$ cat src/rtl/ctrl_xfer_seq_if.sv
// Endpoint-0 control-transfer sequencer bus: SETUP intake, decoder handshake,
// data/status stage requests and transfer status.
interface ctrl_xfer_seq_if;
  logic        setup_valid;
  logic [63:0] setup_data;
  logic        setup_ready;
  logic        dec_enable;
  logic [63:0] dec_data;
  logic        dec_busy;
  logic        dec_stall;
  logic        pkt_req;
  logic [6:0]  pkt_len;
  logic        pkt_dir;
  logic        pkt_ack;
  logic        status_req;
  logic        status_dir;
  logic        status_ack;
  logic        done;
  logic        stall;
  logic        abort;
  logic [15:0] rem_bytes;
  logic [2:0]  state;

  // master: packet engine / decoder side driving the sequencer
  modport master (
    output setup_valid, setup_data, dec_busy, dec_stall, pkt_ack, status_ack,
    input  setup_ready, dec_enable, dec_data, pkt_req, pkt_len, pkt_dir,
    input  status_req, status_dir, done, stall, abort, rem_bytes, state
  );

  modport slave (
    input  setup_valid, setup_data, dec_busy, dec_stall, pkt_ack, status_ack,
    output setup_ready, dec_enable, dec_data, pkt_req, pkt_len, pkt_dir,
    output status_req, status_dir, done, stall, abort, rem_bytes, state
  );
endinterface

$ cat src/rtl/ctrl_xfer_seq.sv
// Sequences one USB control transfer: SETUP latch, decoder handshake with timeout,
// DATA stage split into MAX_PKT packets, STATUS stage, stall and abort handling.
module ctrl_xfer_seq #(
  parameter int unsigned MAX_PKT = 8,
  parameter int unsigned TIMEOUT = 256
) (
  input logic            clk,
  input logic            rst,
  ctrl_xfer_seq_if.slave bus
);

  typedef enum logic [2:0] {
    StIdle   = 3'd0,
    StDecode = 3'd1,
    StData   = 3'd2,
    StStatus = 3'd3,
    StDone   = 3'd4,
    StStall  = 3'd5
  } state_e;

  localparam int unsigned    CntW     = $clog2(TIMEOUT);
  localparam logic [CntW-1:0] CntLast = CntW'(TIMEOUT - 1);
  localparam logic [15:0]    MaxPkt16 = 16'(MAX_PKT);
  localparam logic [6:0]     MaxPkt7  = 7'(MAX_PKT);

  state_e          state_q, state_d;
  logic [63:0]     data_q, data_d;
  logic [15:0]     rem_q, rem_d;
  logic            dir_q, dir_d;
  logic [CntW-1:0] cnt_q, cnt_d;
  logic [6:0]      len_q, len_d;
  logic            dec_enable_q, dec_enable_d;
  logic            abort_q, abort_d;
  logic            pkt_req_q, pkt_req_d;
  logic            status_req_q, status_req_d;
  logic            status_dir_q, status_dir_d;
  logic            done_q, done_d;
  logic            stall_q, stall_d;
  logic            accept;

  function automatic logic [6:0] clamp_len(input logic [15:0] r);
    return (r > MaxPkt16) ? MaxPkt7 : r[6:0];
  endfunction

  // setup_ready is permanently high, so any valid SETUP is accepted
  assign accept = bus.setup_valid;

  always_comb begin
    state_d = state_q;
    data_d  = data_q;
    rem_d   = rem_q;
    dir_d   = dir_q;
    cnt_d   = cnt_q;
    len_d   = len_q;

    if (accept) begin
      state_d = StDecode;
      data_d  = bus.setup_data;
      rem_d   = bus.setup_data[15:0];
      dir_d   = bus.setup_data[63];
      cnt_d   = '0;
    end else begin
      case (state_q)
        StDecode: begin
          cnt_d = cnt_q + CntW'(1);
          // The first DECODE cycle is the enable pulse; the decoder is not sampled yet.
          if (cnt_q != '0 && !bus.dec_busy) begin
            if (bus.dec_stall) begin
              state_d = StStall;
            end else if (rem_q == 16'd0) begin
              state_d = StStatus;
            end else begin
              state_d = StData;
              len_d   = clamp_len(rem_q);
            end
          end else if (cnt_q == CntLast) begin
            state_d = StStall;
          end
        end
        StData: begin
          if (bus.pkt_ack) begin
            rem_d = rem_q - {9'd0, len_q};
            // A short packet or an exact finish ends the stage; no trailing ZLP.
            if (rem_d == 16'd0 || len_q < MaxPkt7) begin
              state_d = StStatus;
            end else begin
              len_d = clamp_len(rem_d);
            end
          end
        end
        StStatus: begin
          if (bus.status_ack) begin
            state_d = StDone;
          end
        end
        StDone:  state_d = StIdle;
        default: ;
      endcase
    end
  end

  always_comb begin
    dec_enable_d = accept;
    abort_d      = accept && (state_q == StDecode || state_q == StData || state_q == StStatus);
    pkt_req_d    = (state_d == StData);
    status_req_d = (state_d == StStatus);
    // Zero-length transfers always finish with an IN status stage.
    status_dir_d = (state_d == StStatus) && ((data_d[15:0] == 16'd0) || !dir_d);
    done_d       = (state_d == StDone);
    stall_d      = (state_d == StStall);
  end

  always_ff @(posedge clk or negedge rst) begin
    if (!rst) begin
      state_q      <= StIdle;
      data_q       <= '0;
      rem_q        <= '0;
      dir_q        <= 1'b0;
      cnt_q        <= '0;
      len_q        <= '0;
      dec_enable_q <= 1'b0;
      abort_q      <= 1'b0;
      pkt_req_q    <= 1'b0;
      status_req_q <= 1'b0;
      status_dir_q <= 1'b0;
      done_q       <= 1'b0;
      stall_q      <= 1'b0;
    end else begin
      state_q      <= state_d;
      data_q       <= data_d;
      rem_q        <= rem_d;
      dir_q        <= dir_d;
      cnt_q        <= cnt_d;
      len_q        <= len_d;
      dec_enable_q <= dec_enable_d;
      abort_q      <= abort_d;
      pkt_req_q    <= pkt_req_d;
      status_req_q <= status_req_d;
      status_dir_q <= status_dir_d;
      done_q       <= done_d;
      stall_q      <= stall_d;
    end
  end

  assign bus.setup_ready = 1'b1;
  assign bus.dec_enable  = dec_enable_q;
  assign bus.dec_data    = data_q;
  assign bus.pkt_req     = pkt_req_q;
  assign bus.pkt_len     = len_q;
  assign bus.pkt_dir     = dir_q;
  assign bus.status_req  = status_req_q;
  assign bus.status_dir  = status_dir_q;
  assign bus.done        = done_q;
  assign bus.stall       = stall_q;
  assign bus.abort       = abort_q;
  assign bus.rem_bytes   = rem_q;
  assign bus.state       = state_q;

endmodule

$ cat src/flat_wrapper.sv
// flat-port wrapper written by rule: the top's interface ports become plain ports
module ctrl_xfer_seq_flat 
#(
  parameter int unsigned MAX_PKT = 8,
  parameter int unsigned TIMEOUT = 256
)
  (clk, rst, bus_setup_valid, bus_setup_data, bus_dec_busy, bus_dec_stall, bus_pkt_ack, bus_status_ack, bus_setup_ready, bus_dec_enable, bus_dec_data, bus_pkt_req, bus_pkt_len, bus_pkt_dir, bus_status_req, bus_status_dir, bus_done, bus_stall, bus_abort, bus_rem_bytes, bus_state);
  ctrl_xfer_seq_if bus_i ();
  input logic clk;
  input logic rst;
  input wire logic [$bits(bus_i.setup_valid)-1:0] bus_setup_valid;
  input wire logic [$bits(bus_i.setup_data)-1:0] bus_setup_data;
  input wire logic [$bits(bus_i.dec_busy)-1:0] bus_dec_busy;
  input wire logic [$bits(bus_i.dec_stall)-1:0] bus_dec_stall;
  input wire logic [$bits(bus_i.pkt_ack)-1:0] bus_pkt_ack;
  input wire logic [$bits(bus_i.status_ack)-1:0] bus_status_ack;
  output wire logic [$bits(bus_i.setup_ready)-1:0] bus_setup_ready;
  output wire logic [$bits(bus_i.dec_enable)-1:0] bus_dec_enable;
  output wire logic [$bits(bus_i.dec_data)-1:0] bus_dec_data;
  output wire logic [$bits(bus_i.pkt_req)-1:0] bus_pkt_req;
  output wire logic [$bits(bus_i.pkt_len)-1:0] bus_pkt_len;
  output wire logic [$bits(bus_i.pkt_dir)-1:0] bus_pkt_dir;
  output wire logic [$bits(bus_i.status_req)-1:0] bus_status_req;
  output wire logic [$bits(bus_i.status_dir)-1:0] bus_status_dir;
  output wire logic [$bits(bus_i.done)-1:0] bus_done;
  output wire logic [$bits(bus_i.stall)-1:0] bus_stall;
  output wire logic [$bits(bus_i.abort)-1:0] bus_abort;
  output wire logic [$bits(bus_i.rem_bytes)-1:0] bus_rem_bytes;
  output wire logic [$bits(bus_i.state)-1:0] bus_state;
  assign bus_i.setup_valid = bus_setup_valid;
  assign bus_i.setup_data = bus_setup_data;
  assign bus_i.dec_busy = bus_dec_busy;
  assign bus_i.dec_stall = bus_dec_stall;
  assign bus_i.pkt_ack = bus_pkt_ack;
  assign bus_i.status_ack = bus_status_ack;
  assign bus_setup_ready = bus_i.setup_ready;
  assign bus_dec_enable = bus_i.dec_enable;
  assign bus_dec_data = bus_i.dec_data;
  assign bus_pkt_req = bus_i.pkt_req;
  assign bus_pkt_len = bus_i.pkt_len;
  assign bus_pkt_dir = bus_i.pkt_dir;
  assign bus_status_req = bus_i.status_req;
  assign bus_status_dir = bus_i.status_dir;
  assign bus_done = bus_i.done;
  assign bus_stall = bus_i.stall;
  assign bus_abort = bus_i.abort;
  assign bus_rem_bytes = bus_i.rem_bytes;
  assign bus_state = bus_i.state;
  ctrl_xfer_seq #(.MAX_PKT(MAX_PKT), .TIMEOUT(TIMEOUT)) u_core (.clk(clk), .rst(rst), .bus(bus_i));
endmodule
$ cat config.mk
export PLATFORM = sky130hd
export DESIGN_NAME = ctrl_xfer_seq_flat
export DESIGN_NICKNAME = d
export VERILOG_FILES = /design/src/rtl/ctrl_xfer_seq_if.sv /design/src/rtl/ctrl_xfer_seq.sv /design/src/flat_wrapper.sv
export SDC_FILE = /design/constraint.sdc
export NUM_CORES = 1
export LEC_CHECK = 0
export ABC_CLOCK_PERIOD_IN_PS = 6050
export CELL_PAD_IN_SITES_DETAIL_PLACEMENT = 0
export CELL_PAD_IN_SITES_GLOBAL_PLACEMENT = 1
export CORE_UTILIZATION = 37
export DETAILED_ROUTE_END_ITERATION = 10
export MAX_ROUTING_LAYER = met4
export PLACE_DENSITY_LB_ADDON = 0.05
export RECOVER_POWER = 50
export SLEW_MARGIN = 20
export SYNTH_ARGS = -nofsm -noshare
export SYNTH_HDL_FRONTEND = slang
export SYNTH_SLANG_ARGS = --single-unit
$ cat constraint.sdc
create_clock -name clk -period 6.05 [get_ports clk]
set_clock_uncertainty 0.2 [all_clocks]
set_input_delay 0.9075 -clock clk [delete_from_list [all_inputs] [get_ports clk]]
set_output_delay 0.9075 -clock clk [all_outputs]
set_load 0.05 [all_outputs]
Word level (Yosys, flattened, before mapping)
Cells that the tools add are included.
- add/sub/neg operators: 2
- multipliers: 0
- div/mod/pow operators: 0
- $lt $le $gt $ge: 3
- equal/unequal tests: 14
- shift-type cells: 0
- mux-type cells: 24
- bitwise gates (word level): 1
- reduce and logical (&&, ||, !) cells: 19
- operators by type and width (cell ; count):
    $mux 16 ; 4
    $mux 7 ; 7
    $logic_not 16->1 ; 3
    $gt 16x4->1 const B ; 2
    $mux 3 ; 7
    $mux 8 ; 2
    $sub 16x7->16 ; 1
    $pmux 7 s2 ; 1
    $eq 3x2->1 const B ; 4
    $pmux 3 s4 ; 1
    $eq 3x3->1 const B ; 3
    $add 8x1->8 const B ; 1
    $eq 8x8->1 const B ; 1
    $ne 2x2->1 const B ; 4
    $reduce_bool 2->1 ; 4
    $reduce_bool 8->1 ; 1
    $lt 7x4->1 const B ; 1
    $reduce_and 7->1 ; 1
    $logic_or 1x1->1 ; 4
    $eq 3x1->1 const B ; 1
    $logic_and 1x1->1 ; 3
    $logic_not 1->1 ; 2
    $mux 1 ; 2
    $ne 2x1->1 const B ; 1
    other kinds (2) ; 2
- flip-flop bits (word level): 106
- bits in latches: 0
- memory bits (writable): 0
- memory bits (read-only): 0
- bits of input ports: 71
- output and inout bits: 99
- logic and storage cells: 77
- memories kept: 0

Logic depth before layout (Yosys ltp)
Gate-level depths: netlist (run 1).
- word-level depth: 9
- depth in mapped cells: 11
- mapped depth without buffers: 11

Worst setup path after synthesis (run 1)
Ideal clock, no wire load.
- path kind: register to register
- from: reg u_core.len_q[1], in the netlist u_core.bus.pkt_len[1]
- to: reg u_core.len_q[1], in the netlist u_core.bus.pkt_len[1]
- library setup time: 0.122 ns
- arrival time: 2.674 ns
- data required time: 5.728 ns
- slack: 3.054 ns
- stages on the path, launching flop included: 10
- path buffers: 0
- period minus slack after synthesis: 2.996 ns
- cell sequence: dfrtp_1 inv_1 ha_1 nor2b_1 o2111ai_1 and2_1 a311o_1 nor4_4 a31oi_2 a2bb2oi_1
- cells in the longest elaborated chain, start to end: 6
- elaborated cells on any way between the ends: 11
- those cells by class: 1 x add/sub; 2 x order compare; 1 x eq/ne; 4 x mux; 3 x reduce/logical
- ends and longest elaborated chain (what ; line ; text):
    start: declaration ; ctrl_xfer_seq.sv:31 ; logic [6:0] len_q, len_d;
    start signal: assignment ; ctrl_xfer_seq.sv:134 ; len_q <= len_d;
    $sub 16x7->16 ; ctrl_xfer_seq.sv:82 ; rem_d = rem_q - {9'd0, len_q};
    $gt 16x4->1 ; ctrl_xfer_seq.sv:42 ; return (r > MaxPkt16) ? MaxPkt7 : r[6:0];
    $mux 7 ; ctrl_xfer_seq.sv:42 ;
    $mux 7 ; ctrl_xfer_seq.sv:84 ; if (rem_d == 16'd0 || len_q < MaxPkt7) begin
    $mux 7 ; ctrl_xfer_seq.sv:81 ; if (bus.pkt_ack) begin
    $pmux 7 s2 ; ctrl_xfer_seq.sv:63 ; case (state_q)
Several ways; a longest one is shown, not always the timed one. The select of a mux whose other input is x is not followed.
A chain may end at the register's enable or synchronous reset.

Worst setup path in the final report (run 1)
- from: in bus_setup_valid
- to: reg u_core.status_dir_q, in the netlist u_core.bus.status_dir
- cells in the longest elaborated chain, start to end: 4
- elaborated cells on any way between the ends: 8
- those cells by class: 1 x eq/ne; 3 x mux; 4 x reduce/logical
- ends and longest elaborated chain (what ; line ; text):
    start: declaration ; flat_wrapper.sv:11 ; input wire logic [$bits(bus_i.setup_valid)-1:0] bus_setup_valid;
    $mux 16 ; ctrl_xfer_seq.sv:56 ; if (accept) begin
    net u_core.data_d[14] ; ctrl_xfer_seq.sv:27 ; logic [63:0] data_q, data_d;
    $logic_not 16->1 ; ctrl_xfer_seq.sv:108 ; status_dir_d = (state_d == StStatus) && ((data_d[15:0] == 16'd0) || !dir_d);
    $logic_or 1x1->1 ; ctrl_xfer_seq.sv:108 ;
    $logic_and 1x1->1 ; ctrl_xfer_seq.sv:108 ;
    net u_core.status_dir_d ; ctrl_xfer_seq.sv:36 ; logic status_dir_q, status_dir_d;
    end signal: assignment ; ctrl_xfer_seq.sv:139 ; status_dir_q <= status_dir_d;
    end: declaration ; ctrl_xfer_seq.sv:36 ;
The timed path passes the listed nets, and every way through them passes these cells.

==> results of run 1 <==
==> placed cells by master (no fill, tap or decap), types with 3 or more instances in the layout <==
cell type and count:
nand2b_1 3, nor3_1 8, o21ai_0 40, or4_1 6, nor4_1 4, clkbuf_16 9, nand2_1 31, a211oi_1 3
clkdlybuf4s50_1 166, dfrtp_1 106, a2bb2oi_1 3, inv_1 31, ha_1 9, nor2_1 34, or3_1 5, clkbuf_1 4
mux2i_1 3, a21oi_1 25, mux2_2 49, xor2_1 9, and2_1 3, xnor2_1 9, nand4_1 4, nand3_1 7
==> worst min-delay path by stage <==
stage	to	slack (ns)	cells after the start
5_1_grt	u_core.bus.dec_data[36]	0.32	1
6_report	u_core.bus.dec_data[36]	0.31	1
2_1_floorplan	u_core.cnt_q[6]	0.33	2
3_5_place_dp	u_core.bus.dec_data[54]	0.29	1
3_3_place_gp	u_core.bus.dec_data[39]	0.29	1
4_1_cts	u_core.bus.dec_data[54]	0.31	1
==> sequential cells by signal (all words and copies together), names as in the netlist <==
signal and cells:
u_core.cnt_q 8, u_core.bus.pkt_len 7, u_core.bus.rem_bytes 16, u_core.bus.status_req 1, u_core.bus.dec_enable 1, u_core.bus.abort 1, u_core.bus.dec_data 64, u_core.bus.done 1
u_core.bus.status_dir 1, u_core.bus.stall 1, u_core.bus.pkt_req 1, u_core.bus.pkt_dir 1, u_core.bus.state 3
==> power groups by stage <==
stage	Sequential (mW)	Clock, mW	Combinational, mW
detailed placement	0.895	0	1.00
finish	0.882	0.557	1.00
floorplan	1.17	0	0.390
CTS	0.883	0.575	1.01
global placement	0.891	0	1.00
global route	0.896	0.597	1.08
==> kinds of logic after synthesis <==
group	after synthesis
AO/OA/AOI/OAI	95
XOR/XNOR	18
adder cells (fa/ha/maj)	10
buffers and inverters	49
flip-flops	106
multiplexers	53
other	1
AND/OR/NAND/NOR	123
==> final cells by class <==
cell class	count	area, um^2
Clock inverter	2	12.5
Sequential cell	106	2650
Multi-Input combinational cell	300	2130
Fill cell	1197	6110
Tap cell	176	220
Timing Repair Buffer	170	1680
Clock buffer	13	260
Inverter	31	116
==> worst max-delay path: stages <==
cell      delay (ns)
clkbuf_1        1.58
o21ai_0         0.45
or4_1           0.63
or4_1           0.51
a211oi_2        0.22
==> through the flow <==
step	area (um^2)	hold WS, ns	setup WS (ns)	power (mW)
floorplan	4990	0.327	3.05	1.56
global placement	6810	0.288	2.81	1.89
detailed placement	6810	0.294	2.77	1.90
CTS	7080	0.310	2.97	2.47
global route	7080	0.319	1.48	2.57
finish	7080	0.309	1.79	2.44
==> metal layers <==
metal	vias up	GRT usage (%)	part of all wire, %
met4	0	8.09	1.8
met1	1948	26.8	45
met3	17	5.62	6.5
met5	-	-	0
li1	1916	-	-
met2	131	31.9	47
==> results.json, run 1 <==
{
  "status": "complete, but fails checks",
  "violations": "capacitance limit, slew limit",
  "tightest_slew_ns": 2.26,
  "postCtsResizedCells": 0,
  "cp.required_ns": 6.11,
  "yosys.area.top_type_share_pct": 53.2,
  "hp-start": "u_core.bus.dec_data[36]",
  "crit-reg2reg-launch": "u_core.bus.rem_bytes[0]",
  "gp_congestion": 0.852,
  "grt_usage_pct": 21.0,
  "ys_types": 65,
  "synth_common_cells": "106 x dfrtp_1, 50 x mux2_2, 38 x o21ai_0",
  "grt_pass1_wl_mm": 21.9,
  "switching_share_pct": 39.5,
  "start_util_pct": 37.8,
  "dieWidth_um": 118,
  "synth_nets": 536,
  "numClockSinks": 106,
  "synthMuxAreaShare_pct": 11.9,
  "synth_top_family_by_area": "simple AND/OR/NAND/NOR gates",
  "num_vias": 4012,
  "die_h_um": 118,
  "drtIter0Drc": 188,
  "clk_latency_ns": 0.35,
  "ant_nets": 0,
  "p_sw_mw": 0.964,
  "yosysMostFrequentCell": "dfrtp_1",
  "antennaDiodeCount": 0,
  "clk_pin_slew_ns": 0.07,
  "grt_overflow": 0,
  "synth_compound_area_share_pct": 11.8,
  "fin_crit_ns": 4.26,
  "worst_r2r_path_depth": 10,
  "synth_edf_count": 0,
  "comb_power_share_pct": 41.1,
  "hold_path.class": "flop to flop",
  "cts.path.max_buffers": 2,
  "cts_tree": "done",
  "synth_top_flop_cell": "dfrtp_1",
  "synth.largest_area_cell": "dfrtp_1",
  "yosys.area_share.simple_pct": 13.2,
  "cts-hold-fix-buffers": 0,
  "crit_start": "bus_setup_valid",
  "cts_buffers": 9,
  "power_frac_seq_pct": 36.1,
  "synth_xor_area_share_pct": 3.16,
  "drive_gt1_share_pct": 12.7,
  "endpoint_kind": "flop",
  "min_period_over_period_pct": 70.4,
  "ioPinCount": 170,
  "setup_viol": 0,
  "drtPass1Iterations": 5,
  "crit_path_max_fanout": 59,
  "async_reset_ff_share_pct": 100,
  "port_buffers": 168,
  "final_util_pct": 53.7,
  "ys_ff_latch": 106,
  "area_growth_syn_to_layout_pct": 41.9,
  "crit_type": "input pin to flop",
  "dp_hpwl_mm": 9.95,
  "netlist_area_um2": 4990,
  "core-area_um2": 13200,
  "yosys-top-cells-area": "dfrtp_1 53%, mux2_2 11%, o21ai_0 3.8%",
  "cts_setup_buffers": 0,
  "drv_cap": 2,
  "hold_viol": 0,
  "routed_wirelength_mm": 13.5,
  "p_int_mw": 1.48,
  "p_leak_nw": 2.92,
  "antenna_found_initial": 0,
  "powerDensity_nw_per_um2": 345,
  "rows": 42,
  "avgRoutedWirePerCell_um": 16.9,
  "fp.dieArea_um2": 14000,
  "slew_headroom_pct": -50.5,
  "seq_area_frac_synth_pct": 53.2,
  "setup-tns-final_ns": 0,
  "synth_cells": 455,
  "yosysWarnings": 0,
  "clockRootBuffer": "clkbuf_16",
  "grt_max_degree": 70,
  "synthAdderAreaFrac_pct": 2.66,
  "arrival_ns": 4.32,
  "final-max-slew-violation-count": 99,
  "rsz0062_at_grt": "no",
  "r2r_end": "u_core.bus.status_dir",
  "p_clk_share_pct": 22.8,
  "num-nets-final": 699,
  "stdcell_count": 798,
  "grt_pass1_vias": 4193,
  "drc": 0,
  "syn_area_per_cell_um2": 11.0,
  "ff2ff_setup_slack_ns": 3.01,
  "cp-endpoint": "u_core.bus.status_dir",
  "fmax_ghz": 0.235,
  "cts-htree-levels": 3,
  "peakVddDrop_mv": 0.151,
  "critPathLaunchType": "input pin",
  "via_per_inst": 5.03,
  "dpl.cell_count": 783
}
Note: power is estimated with default switching activity, not from simulation.
==> run 2: changes to the inputs <==
--- a/config.mk
+++ b/config.mk
@@ -5,10 +5,10 @@
 export SDC_FILE = /design/constraint.sdc
 export NUM_CORES = 1
 export LEC_CHECK = 0
-export ABC_CLOCK_PERIOD_IN_PS = 6050
+export ABC_CLOCK_PERIOD_IN_PS = 4150
 export CELL_PAD_IN_SITES_DETAIL_PLACEMENT = 0
 export CELL_PAD_IN_SITES_GLOBAL_PLACEMENT = 1
-export CORE_UTILIZATION = 37
+export CORE_UTILIZATION = 35
 export DETAILED_ROUTE_END_ITERATION = 10
 export MAX_ROUTING_LAYER = met4
 export PLACE_DENSITY_LB_ADDON = 0.05
==> constraint.sdc (replaced) <==
create_clock -name clk -period 4.15 [get_ports clk]
set_clock_uncertainty 0.2 [all_clocks]
set_input_delay 0.6225 -clock clk [delete_from_list [all_inputs] [get_ports clk]]
set_output_delay 0.6225 -clock clk [all_outputs]
set_load 0.05 [all_outputs]
==> run 2 against run 1 <==
The run still ends with capacitance limit, slew limit left. Non-clock buffer count increased by 2. Register-to-register slack got worse by 1.9 ns. Cell count is 1.0% higher. Design area up 0.76%. Via count about the same. Sequential share of layout area decreased by 0.28 points. First-iteration DRC count down 1.6%. Critical path type is now flop to flop. Largest power group unchanged. Highest routed layer unchanged.
==> results.json, run 2 (synthesis results as in run 1) <==
{
  "endpoint_kind": "flop",
  "crit-reg2reg-launch": "u_core.bus.rem_bytes[0]",
  "gp_congestion": 0.938,
  "ant_nets": 0,
  "drive_gt1_share_pct": 13.0,
  "p_int_mw": 2.22,
  "critPathLaunchType": "flop",
  "setup_ws_ns": 1.14,
  "area_growth_syn_to_layout_pct": 42.9,
  "peakVddDrop_mv": 0.235,
  "num_vias": 4011,
  "clk_pin_slew_ns": 0.07,
  "p_leak_nw": 2.94,
  "switching_share_pct": 39.4,
  "drtIter0Drc": 185,
  "arrival_ns": 3.05,
  "final_cell_mix": "166 x clkdlybuf4s50_1, 106 x dfrtp_1, 49 x mux2_2",
  "postCtsResizedCells": 0,
  "slew_headroom_pct": -8.17,
  "dp_hpwl_mm": 10.6,
  "rows": 43,
  "cts_buffers": 9,
  "core-area_um2": 13900,
  "crit_start": "u_core.bus.rem_bytes[0]",
  "regArea_um2": 2650,
  "cts-htree-levels": 3,
  "drtPass1Iterations": 4,
  "status": "complete, but fails checks",
  "powerDensity_nw_per_um2": 515,
  "place_ws_ns": 1.07,
  "crit_path_max_fanout": 6,
  "numClockSinks": 106,
  "grt_pass1_wl_mm": 22.6,
  "cts_setup_buffers": 0,
  "comb_power_share_pct": 40.1,
  "hp-start": "u_core.bus.dec_data[45]",
  "start_util_pct": 35.9,
  "ioPinCount": 170,
  "p_sw_mw": 1.45,
  "hold_path.class": "flop to flop",
  "p_clk_share_pct": 24.8,
  "crit_type": "flop to flop",
  "power_frac_seq_pct": 35.1,
  "port_buffers": 168,
  "clockRootBuffer": "clkbuf_16",
  "clk_latency_ns": 0.35,
  "grt_pass1_vias": 4169,
  "avgRoutedWirePerCell_um": 17.7,
  "layout_commonest_cell": "clkdlybuf4s50_1",
  "die_h_um": 121,
  "antenna_found_initial": 1,
  "tightest_slew_ns": 1.62,
  "min_period_over_period_pct": 72.6,
  "largest_reg_flops": 64,
  "fin_crit_ns": 3.01,
  "grt_max_degree": 70,
  "fp.dieArea_um2": 14700,
  "drc": 0,
  "num-nets-final": 701,
  "grt_overflow": 0,
  "grt_usage_pct": 21.1,
  "cts.path.max_buffers": 2,
  "via_per_inst": 4.98,
  "hold_viol": 0,
  "cts-hold-fix-buffers": 0,
  "fmax_ghz": 0.332,
  "cp.required_ns": 4.19,
  "routed_wirelength_mm": 14.3,
  "dieWidth_um": 121,
  "setup_viol": 0,
  "final-max-slew-violation-count": 61,
  "setup-tns-final_ns": 0,
  "violations": "capacitance limit, slew limit",
  "rsz0062_at_grt": "no",
  "fill_cells": 1307,
  "cts_tree": "done",
  "drv_cap": 2,
  "multiInputGateArea_um2": 2130
}
run 2: cell count changes in the layout (fill, tap and decap cells not counted):
cell / change
buf_4: -1
bufinv_16: +1
clkbuf_1: +1
clkbuf_2: +1
clkinv_2: -1
diode_2: +1
inv_6: +1
inv_8: +1
run 2: worst max-delay path: stages (launching register included):
cell	delay, ns
dfrtp_1	0.41
inv_1	0.07
ha_1	0.18
fa_1	0.21
nand2b_1	0.14
a21oi_1	0.11
o41ai_1	0.60
o21ai_0	0.26
nor4_4	0.28
a31oi_2	0.24
a2bb2oi_1	0.19
run 2: power by group through the flow:
stage / clock network [mW] / logic (mW) / registers, mW
2_1_floorplan: 0 / 0.568 / 1.71
3_3_place_gp: 0 / 1.48 / 1.30
3_5_place_dp: 0 / 1.48 / 1.31
4_1_cts: 0.937 / 1.49 / 1.29
5_1_grt: 0.976 / 1.59 / 1.31
6_report: 0.910 / 1.47 / 1.29
run 2: path summary, 6_finish.rpt:
check	to	slack (ns)	depth (start not counted)
setup / recovery	u_core.bus.pkt_len[2]	1.14	10
hold / removal	u_core.bus.dec_data[45]	0.31	1
setup reg to reg	u_core.bus.pkt_len[2]	1.14	10
hold reg to reg	u_core.bus.dec_data[45]	0.31	1
max in group asynchronous	u_core.bus.pkt_dir	1.37	2
min in group asynchronous	u_core.bus.pkt_len[6]	0.47	1
run 2: metrics by stage:
step           power, mW  utilization [%]  std cells  hold slack, ns  instance area (um^2)
2_1_floorplan       2.27                -        455           0.127                  4990
3_3_place_gp        2.78             49.2        789           0.289                  6830
3_5_place_dp        2.79             49.2        789           0.295                  6830
4_1_cts             3.71             51.5        805           0.184                  7150
5_1_grt             3.88             51.4        806           0.318                  7130
6_report            3.67             51.4        806           0.309                  7130
run 2: area by class of cell:
class / instances / area share, %
timing repair buffer: 172 / 23.7
antenna: 1 / 0.0351
inverter: 31 / 1.63
sequential: 106 / 37.2
tap: 180 / 3.16
clock inverter: 4 / 0.807
multi-input combinational: 300 / 29.9
clock buffer: 12 / 3.60
run 2: routing by layer:
| metal | GRT usage [%] | wire length, um | vias to the layer above | share of wire (%) |
|---|---|---|---|---|
| met3 | 7.99 | 1110 | 15 | 7.8 |
| li1 | - | - | 1918 | - |
| met5 | - | 0 | - | 0 |
| met4 | 6.33 | 182 | 0 | 1.3 |
| met1 | 27.5 | 6500 | 1952 | 46 |
| met2 | 30.4 | 6460 | 126 | 45 |
